## config.mk

```make
export PLATFORM = sky130hd
export DESIGN_NAME = kij_pass_ctrl
export DESIGN_NICKNAME = d
export VERILOG_FILES = /design/src/rtl/kij_pass_ctrl.sv
export SDC_FILE = /design/constraint.sdc
export NUM_CORES = 1
export LEC_CHECK = 0
export BUFFER_PORTS_ARGS = -buffer_cell sky130_fd_sc_hd__buf_2
export CORE_ASPECT_RATIO = 0.9
export CORE_MARGIN = 5
export CORE_UTILIZATION = 60
export CTS_BUF_LIST = sky130_fd_sc_hd__clkbuf_8 sky130_fd_sc_hd__clkbuf_16
export DETAILED_ROUTE_END_ITERATION = 10
export PLACE_DENSITY = 0.84
export SYNTH_ARGS = -nofsm -noshare
export SYNTH_HDL_FRONTEND = slang
export SYNTH_SLANG_ARGS = --single-unit
```

## constraint.sdc

```tcl
create_clock -name clk -period 9.2 [get_ports clk]
set_clock_uncertainty 0.2 [all_clocks]
set_input_delay 0.92 -clock clk [delete_from_list [all_inputs] [get_ports clk]]
set_output_delay 0.92 -clock clk [all_outputs]
set_load 0.01 [all_outputs]
```

## src/rtl/kij_pass_ctrl.sv

```systemverilog
// kij_pass_ctrl: sequences the core instruction bus through one kij pass
// (kernel load, activation stream, execute, OFIFO drain into psum memory).
//
// state   | meaning
// --------+-------------------------------------------------------------
// S_IDLE  | idle word on inst, waiting for start
// S_W_L0  | read kernel words from xmem into L0 (col+1 cycles)
// S_LOAD  | move kernel words from L0 into the PEs (col cycles)
// S_GAP   | idle settle time before activations (gap_cyc cycles)
// S_A_L0  | read activation vectors from xmem into L0 (len_nij+1 cycles)
// S_EXEC  | stream L0 into the array with execute (len_nij cycles)
// S_DRAIN | wait for ofifo_valid, then read OFIFO and write pmem
module kij_pass_ctrl #(
    parameter int          ROW     = 8,
    parameter int          COL     = 8,
    parameter int          LEN_NIJ = 64,
    parameter int          GAP_CYC = 10,
    parameter logic [10:0] W_BASE  = 11'h400
) (
    input  logic        clk,
    input  logic        reset,
    input  logic        start,
    input  logic [3:0]  kij,
    input  logic        ofifo_valid,
    output logic [33:0] inst,
    output logic        busy,
    output logic        done
);

    if (ROW < 1 || COL < 1 || LEN_NIJ < 1 || GAP_CYC < 1) begin : g_param_check
        $error("kij_pass_ctrl: all size parameters must be at least 1");
    end

    localparam int CNT_MAX = LEN_NIJ + COL + GAP_CYC + 1;
    localparam int CNT_W   = $clog2(CNT_MAX + 1);

    localparam logic [CNT_W-1:0] W_L0_LAST = CNT_W'(COL);
    localparam logic [CNT_W-1:0] LOAD_LAST = CNT_W'(COL - 1);
    localparam logic [CNT_W-1:0] GAP_LAST  = CNT_W'(GAP_CYC - 1);
    localparam logic [CNT_W-1:0] A_L0_LAST = CNT_W'(LEN_NIJ);
    localparam logic [CNT_W-1:0] EXEC_LAST = CNT_W'(LEN_NIJ - 1);
    localparam logic [CNT_W-1:0] COL_C     = CNT_W'(COL);
    localparam logic [CNT_W-1:0] LEN_C     = CNT_W'(LEN_NIJ);
    localparam logic [10:0]      COL_A     = 11'(COL);
    localparam logic [10:0]      LEN_A     = 11'(LEN_NIJ);

    // CEN_pmem, WEN_pmem, CEN_xmem, WEN_xmem high; everything else low
    localparam logic [33:0] IDLE_WORD = 34'h1_800C_0000;

    typedef enum logic [2:0] {
        S_IDLE,
        S_W_L0,
        S_LOAD,
        S_GAP,
        S_A_L0,
        S_EXEC,
        S_DRAIN
    } state_t;

    state_t           state_q, state_d;
    logic [CNT_W-1:0] cnt_q, cnt_d;
    logic [3:0]       kij_q, kij_d;
    logic             burst_q, burst_d;
    logic [33:0]      inst_q, inst_d;
    logic             busy_q, busy_d;
    logic             done_q, done_d;
    logic [10:0]      cnt_a, kij_a;

    // next state, counter, captured kij and drain burst phase
    always_comb begin
        state_d = state_q;
        cnt_d   = cnt_q + CNT_W'(1);
        kij_d   = kij_q;
        burst_d = burst_q;
        done_d  = 1'b0;
        case (state_q)
            S_IDLE: begin
                cnt_d = '0;
                if (start) begin
                    state_d = S_W_L0;
                    kij_d   = kij;
                end
            end
            S_W_L0: if (cnt_q == W_L0_LAST) begin state_d = S_LOAD; cnt_d = '0; end
            S_LOAD: if (cnt_q == LOAD_LAST) begin state_d = S_GAP;  cnt_d = '0; end
            S_GAP:  if (cnt_q == GAP_LAST)  begin state_d = S_A_L0; cnt_d = '0; end
            S_A_L0: if (cnt_q == A_L0_LAST) begin state_d = S_EXEC; cnt_d = '0; end
            S_EXEC: begin
                if (cnt_q == EXEC_LAST) begin
                    state_d = S_DRAIN;
                    cnt_d   = '0;
                    burst_d = 1'b0;
                end
            end
            S_DRAIN: begin
                // once the burst starts it runs to completion regardless of valid
                if (!burst_q) begin
                    cnt_d = '0;
                    if (ofifo_valid) burst_d = 1'b1;
                end else if (cnt_q == LEN_C) begin
                    state_d = S_IDLE;
                    cnt_d   = '0;
                    burst_d = 1'b0;
                    done_d  = 1'b1;
                end
            end
            default: begin
                state_d = S_IDLE;
                cnt_d   = '0;
                burst_d = 1'b0;
            end
        endcase
        busy_d = (state_d != S_IDLE);
    end

    // instruction word for the cycle the next state will occupy
    always_comb begin
        inst_d = IDLE_WORD;
        cnt_a  = 11'(cnt_d);
        kij_a  = 11'(kij_d);
        case (state_d)
            S_W_L0: begin
                if (cnt_d < COL_C) begin
                    inst_d[19]   = 1'b0;
                    inst_d[17:7] = W_BASE + kij_a * COL_A + cnt_a;
                end
                if (cnt_d != '0) inst_d[2] = 1'b1;
            end
            S_LOAD: begin
                inst_d[3] = 1'b1;
                inst_d[0] = 1'b1;
            end
            S_A_L0: begin
                if (cnt_d < LEN_C) begin
                    inst_d[19]   = 1'b0;
                    inst_d[17:7] = cnt_a;
                end
                if (cnt_d != '0) inst_d[2] = 1'b1;
            end
            S_EXEC: begin
                inst_d[3] = 1'b1;
                inst_d[1] = 1'b1;
            end
            S_DRAIN: begin
                if (burst_d) begin
                    if (cnt_d < LEN_C) inst_d[6] = 1'b1;
                    // pmem write trails the matching OFIFO read by one cycle
                    if (cnt_d != '0) begin
                        inst_d[32]    = 1'b0;
                        inst_d[31]    = 1'b0;
                        inst_d[30:20] = kij_a * LEN_A + cnt_a - 11'd1;
                    end
                end
            end
            default: inst_d = IDLE_WORD;
        endcase
    end

    // state and registered outputs
    always_ff @(posedge clk) begin
        if (reset) begin
            state_q <= S_IDLE;
            cnt_q   <= '0;
            kij_q   <= '0;
            burst_q <= 1'b0;
            inst_q  <= IDLE_WORD;
            busy_q  <= 1'b0;
            done_q  <= 1'b0;
        end else begin
            state_q <= state_d;
            cnt_q   <= cnt_d;
            kij_q   <= kij_d;
            burst_q <= burst_d;
            inst_q  <= inst_d;
            busy_q  <= busy_d;
            done_q  <= done_d;
        end
    end

    assign inst = inst_q;
    assign busy = busy_q;
    assign done = done_q;

endmodule

```

==> run summary <==
The total CTS buffers came out at 5. The first global-routing pass estimated 10000 um of wire. Global routing consumed, on the met1 layer, 27.9% of the routing resources. The sink of the worst hold path is kij_q[0]. After detailed routing, the average wire length per cell comes to 15.2 um.

The highest fanout seen on the critical path is 16. The mapped netlist covers 2620 um^2. The number of max-cap violations came out at 0. After detailed routing, the number of vias per cell comes to 5.80. The endpoint identified for the worst register-to-register timing path is inst[30]. The most used flip-flop cell after synthesis is sky130_fd_sc_hd__dfxtp_1. Largest net degree at the start of global routing: 23. The portion of synthesized cell area occupied by the leading cell type was 33.6%. Walking the worst path, the cells encountered are nand2_1 -> a311o_1 -> o211a_4 -> a21o_2 -> a221o_2 -> ha_1 -> a21oi_1 -> o21ai_0 -> a2111oi_0 -> nor3_1 -> nand4b_1 -> nor3b_1. The tools report the clock sink count as 44. After detailed routing, the number of remaining DRC violations is 0. The most heavily used metal layer in global routing was met2. Counting instances in the post-synthesis netlist gives the leading cell types as sky130_fd_sc_hd__dfxtp_1, sky130_fd_sc_hd__nor2_1, sky130_fd_sc_hd__inv_1, sky130_fd_sc_hd__ha_1, sky130_fd_sc_hd__nor3_1. The die covers 5790 um^2.

Global routing used 3.95% of the available met3 tracks. Registers take 881 um^2. In this run the tool buffered the top-level ports with 37 buffer cells. The routed design could run at a clock period as short as 4130 ps. The worst setup path is of the reg2reg kind. Hold is met by 334 ps. The number of warnings issued by yosys is 0. Synthesis produced 300 cells. The placement row count is 22, and the number of antenna violations at the first check in global routing is 0. The hold path startpoint was kij_q[0].

For this configuration, the core starts out at a cell density of 63.1%. By area the synthesized netlist is led by sky130_fd_sc_hd__dfxtp_1, sky130_fd_sc_hd__ha_1, sky130_fd_sc_hd__nor2_1, sky130_fd_sc_hd__inv_1, sky130_fd_sc_hd__nor3_1. OpenSTA, run right after detailed placement, puts the worst setup slack at 5080 ps.

Setup violations remaining at the end of the flow were counted as 0. The congestion estimate from routability-driven global placement came to 0.896. In this run the number of H-tree levels came out at 2. In the global route stage, met2 resource usage came out at 38.1%.

The worst endpoint data arrival time came out at 4090 ps. The final worst setup slack is 5070 ps. Length of the first detailed-routing pass in iterations: 5.

The die is 72.7 um tall. The tools report the fraction of the yosys area taken by sequential cells as 33.6%. Once detailed placement completed, the half-perimeter wirelength came to 4590 um. For the worst flop-to-flop path, the logic depth is 12. The logs give 48.2% for the worst slew margin relative to its limit and 44 for the total I/O pin count.

At the later pin of the worst-skew pair, clock insertion delay measures 300 ps. The cell with the biggest individual delay on the critical path was sky130_fd_sc_hd__dfxtp_1. The most numerous cell in the Yosys netlist was sky130_fd_sc_hd__dfxtp_1. The run gives 0 ps as the accumulated negative setup slack.

The library cell occupying the most area in the post-synthesis netlist was sky130_fd_sc_hd__dfxtp_1. The number of hold violations in the final report was 0; the layout net count was 363. Cells with a size suffix above 1 make up 19.5% of the layout.

TritonCTS built the clock tree. Setup repair after global routing left no endpoint under its margin. The global router's overall resource usage is 21.7%, and the cell area after layout is 2910 um^2. The total of cells resized after clock tree synthesis is 0, and the biggest cell delay along the critical path is 700 ps. The transition at the pin with the smallest max-transition slack is 775 ps, and the maximum clock frequency is 0.242 GHz. The core region is 4160 um^2.

The analysis attributes to cell leakage a power of 1.31 nW. The run finished with clean final reports. Counting flops and latches in the post-synthesis netlist gives 44.

VDD sags by at most 0.000111 V. The detail route stage leaves a number of antenna-violating nets equal to 0. The count of hold buffers inserted by post-cts repair came out at 0. The worst register-to-register path has a setup slack of 5070 ps. The share of the clock period used by the worst path was 44.9%. The post-synthesis average cell area works out to 8.74 um^2. The required time of the critical path was 9160 ps; the DRC marker count from the first detailed-route iteration was 142. In this run the deepest clock path goes through 2 buffers.

Fill cells in the final layout number 342. The number of slew-limit violations in the final report is 0. Number of buffers inserted to repair setup after CTS: 0. In this run the worst hold path is classified as reg2reg. The final route contains 2278 vias. The total overflow left after global routing is 0. For this design the ratio of total power to cell area is 145 nW/um^2. After synthesis, the share of flip-flops with an asynchronous set or reset is 0%. In this run, placement finished with an instance count of 385. The tools report the element type at the critical path start as a flip-flop. Number of flops mapped to enable cells by yosys: 0. Synthesis-to-finish area growth: 11.2%.

The number of antenna diodes in the final layout is 0. The number of different library cells used by synthesis comes to 63. Filler-free cell count of the finished design: 393.

The tree is rooted in a sky130_fd_sc_hd__clkbuf_8. In this run the cell area measured after placement is 2800 um^2. The depth of the worst hold-timing path is 2, and the x dimension of the die is 79.7 um. The worst setup path is captured at a flip-flop. The multi-input logic area is 1560 um^2. The worst register-to-register path begins at state_q[1]. The clock transition time at the flip-flop clock pins of the worst setup and hold paths was 90 ps; the via count of the first global-routing pass was 2148. The post-detailed-routing wire length was 5960 um.
==> per-stage QoR <==
stage,total power [mW],util [%]
CTS,0.422,70.1
detailed placement,0.276,67.3
global placement,0.274,67.3
finish,0.423,70.1
global route,0.443,70.1
floorplan,0.261,-
==> cell usage in the layout, fill, tap and decap left out, types with 2 or more instances in the layout <==
cell type	instances
sky130_fd_sc_hd__nor3b_1	5
sky130_fd_sc_hd__a21bo_2	2
sky130_fd_sc_hd__a2111oi_0	2
sky130_fd_sc_hd__or2_2	5
sky130_fd_sc_hd__xor2_1	6
sky130_fd_sc_hd__o211ai_1	2
sky130_fd_sc_hd__mux2i_1	4
sky130_fd_sc_hd__nand3_1	14
sky130_fd_sc_hd__nand2_4	2
sky130_fd_sc_hd__a21o_1	2
sky130_fd_sc_hd__a41oi_1	2
sky130_fd_sc_hd__nand2_1	12
sky130_fd_sc_hd__xnor2_1	5
sky130_fd_sc_hd__a31oi_1	3
sky130_fd_sc_hd__nor4b_1	3
sky130_fd_sc_hd__nor2b_1	6
sky130_fd_sc_hd__nor3_1	16
sky130_fd_sc_hd__ha_1	21
sky130_fd_sc_hd__o21ai_0	8
sky130_fd_sc_hd__dfxtp_1	44
sky130_fd_sc_hd__a21oi_1	15
sky130_fd_sc_hd__nand2b_1	4
sky130_fd_sc_hd__nor4_1	2
sky130_fd_sc_hd__nor2_1	32
sky130_fd_sc_hd__nand4b_1	2
sky130_fd_sc_hd__inv_1	24
sky130_fd_sc_hd__fa_1	2
sky130_fd_sc_hd__or3_1	5
sky130_fd_sc_hd__clkbuf_8	5
sky130_fd_sc_hd__and3_1	2
sky130_fd_sc_hd__and2_1	2
sky130_fd_sc_hd__a311o_1	2
sky130_fd_sc_hd__conb_1	6
sky130_fd_sc_hd__buf_2	37
==> how the worst max path moves through the flow <==
| stage | start | endpoint | slack (ps) |
|---|---|---|---|
| finish | state_q[1] | inst[30] | 5070 |
| global route | state_q[1] | inst[30] | 4630 |
| CTS | cnt_q[0] | inst[30] | 5090 |
| detailed placement | cnt_q[0] | inst[30] | 5080 |
| global placement | state_q[1] | inst[30] | 5190 |
| floorplan | cnt_q[0] | inst[30] | 5460 |
==> report_power, final <==
| group | internal (mW) | switching, mW |
|---|---|---|
| clock | 0.0818 | 0.0686 |
| sequential | 0.195 | 0.00308 |
| combinational | 0.0307 | 0.0434 |
| total | 0.308 | 0.115 |
==> worst max-delay path, delay by kind of cell (launching register included) <==
kind                       cells  cell delay (ps)
adders and majority gates      1              300
AOI/OAI and AO/OA              7             2160
DFF                            1              700
and+or+nand+nor                4              630
==> area by class of cell <==
class	count	share of cell area, %
multi-input cells	219	53.6
flip-flops and latches	44	30.2
repair buffers	37	6.35
inverters	25	3.31
well taps	60	2.58
clock buffers	5	2.36
clock inverters	3	1.59
==> logic make-up (layout without fill, tap and decap cells) <==
logic type	Yosys count	count (layout)	share of synthesized area, %
AND/OR/NAND/NOR	123	123	26.3
buffers and inverters	41	70	7.40
adder cells (fa/ha/maj)	23	23	11.6
multiplexers	4	4	1.53
AO/OA/AOI/OAI	52	52	15.6
XOR/XNOR	11	11	3.68
other	2	6	0.287
flip-flops	44	44	33.6
==> layer usage <==
| layer | up-vias | part of all wire, % | routed length (um) |
|---|---|---|---|
| met2 | 76 | 49 | 2900 |
| met4 | 0 | 1.6 | 97 |
| met3 | 13 | 5.1 | 301 |
| met5 | - | 0 | 0 |
| li1 | 1110 | - | - |
| met1 | 1079 | 45 | 2660 |
==> state kept, by name, indices dropped and copies added (netlist names) <==
register  flops
state_q       3
cnt_q         7
inst         27
kij_q         4
done          1
burst_q       1
busy          1
No activity file was read; power rests on OpenSTA's default activity.
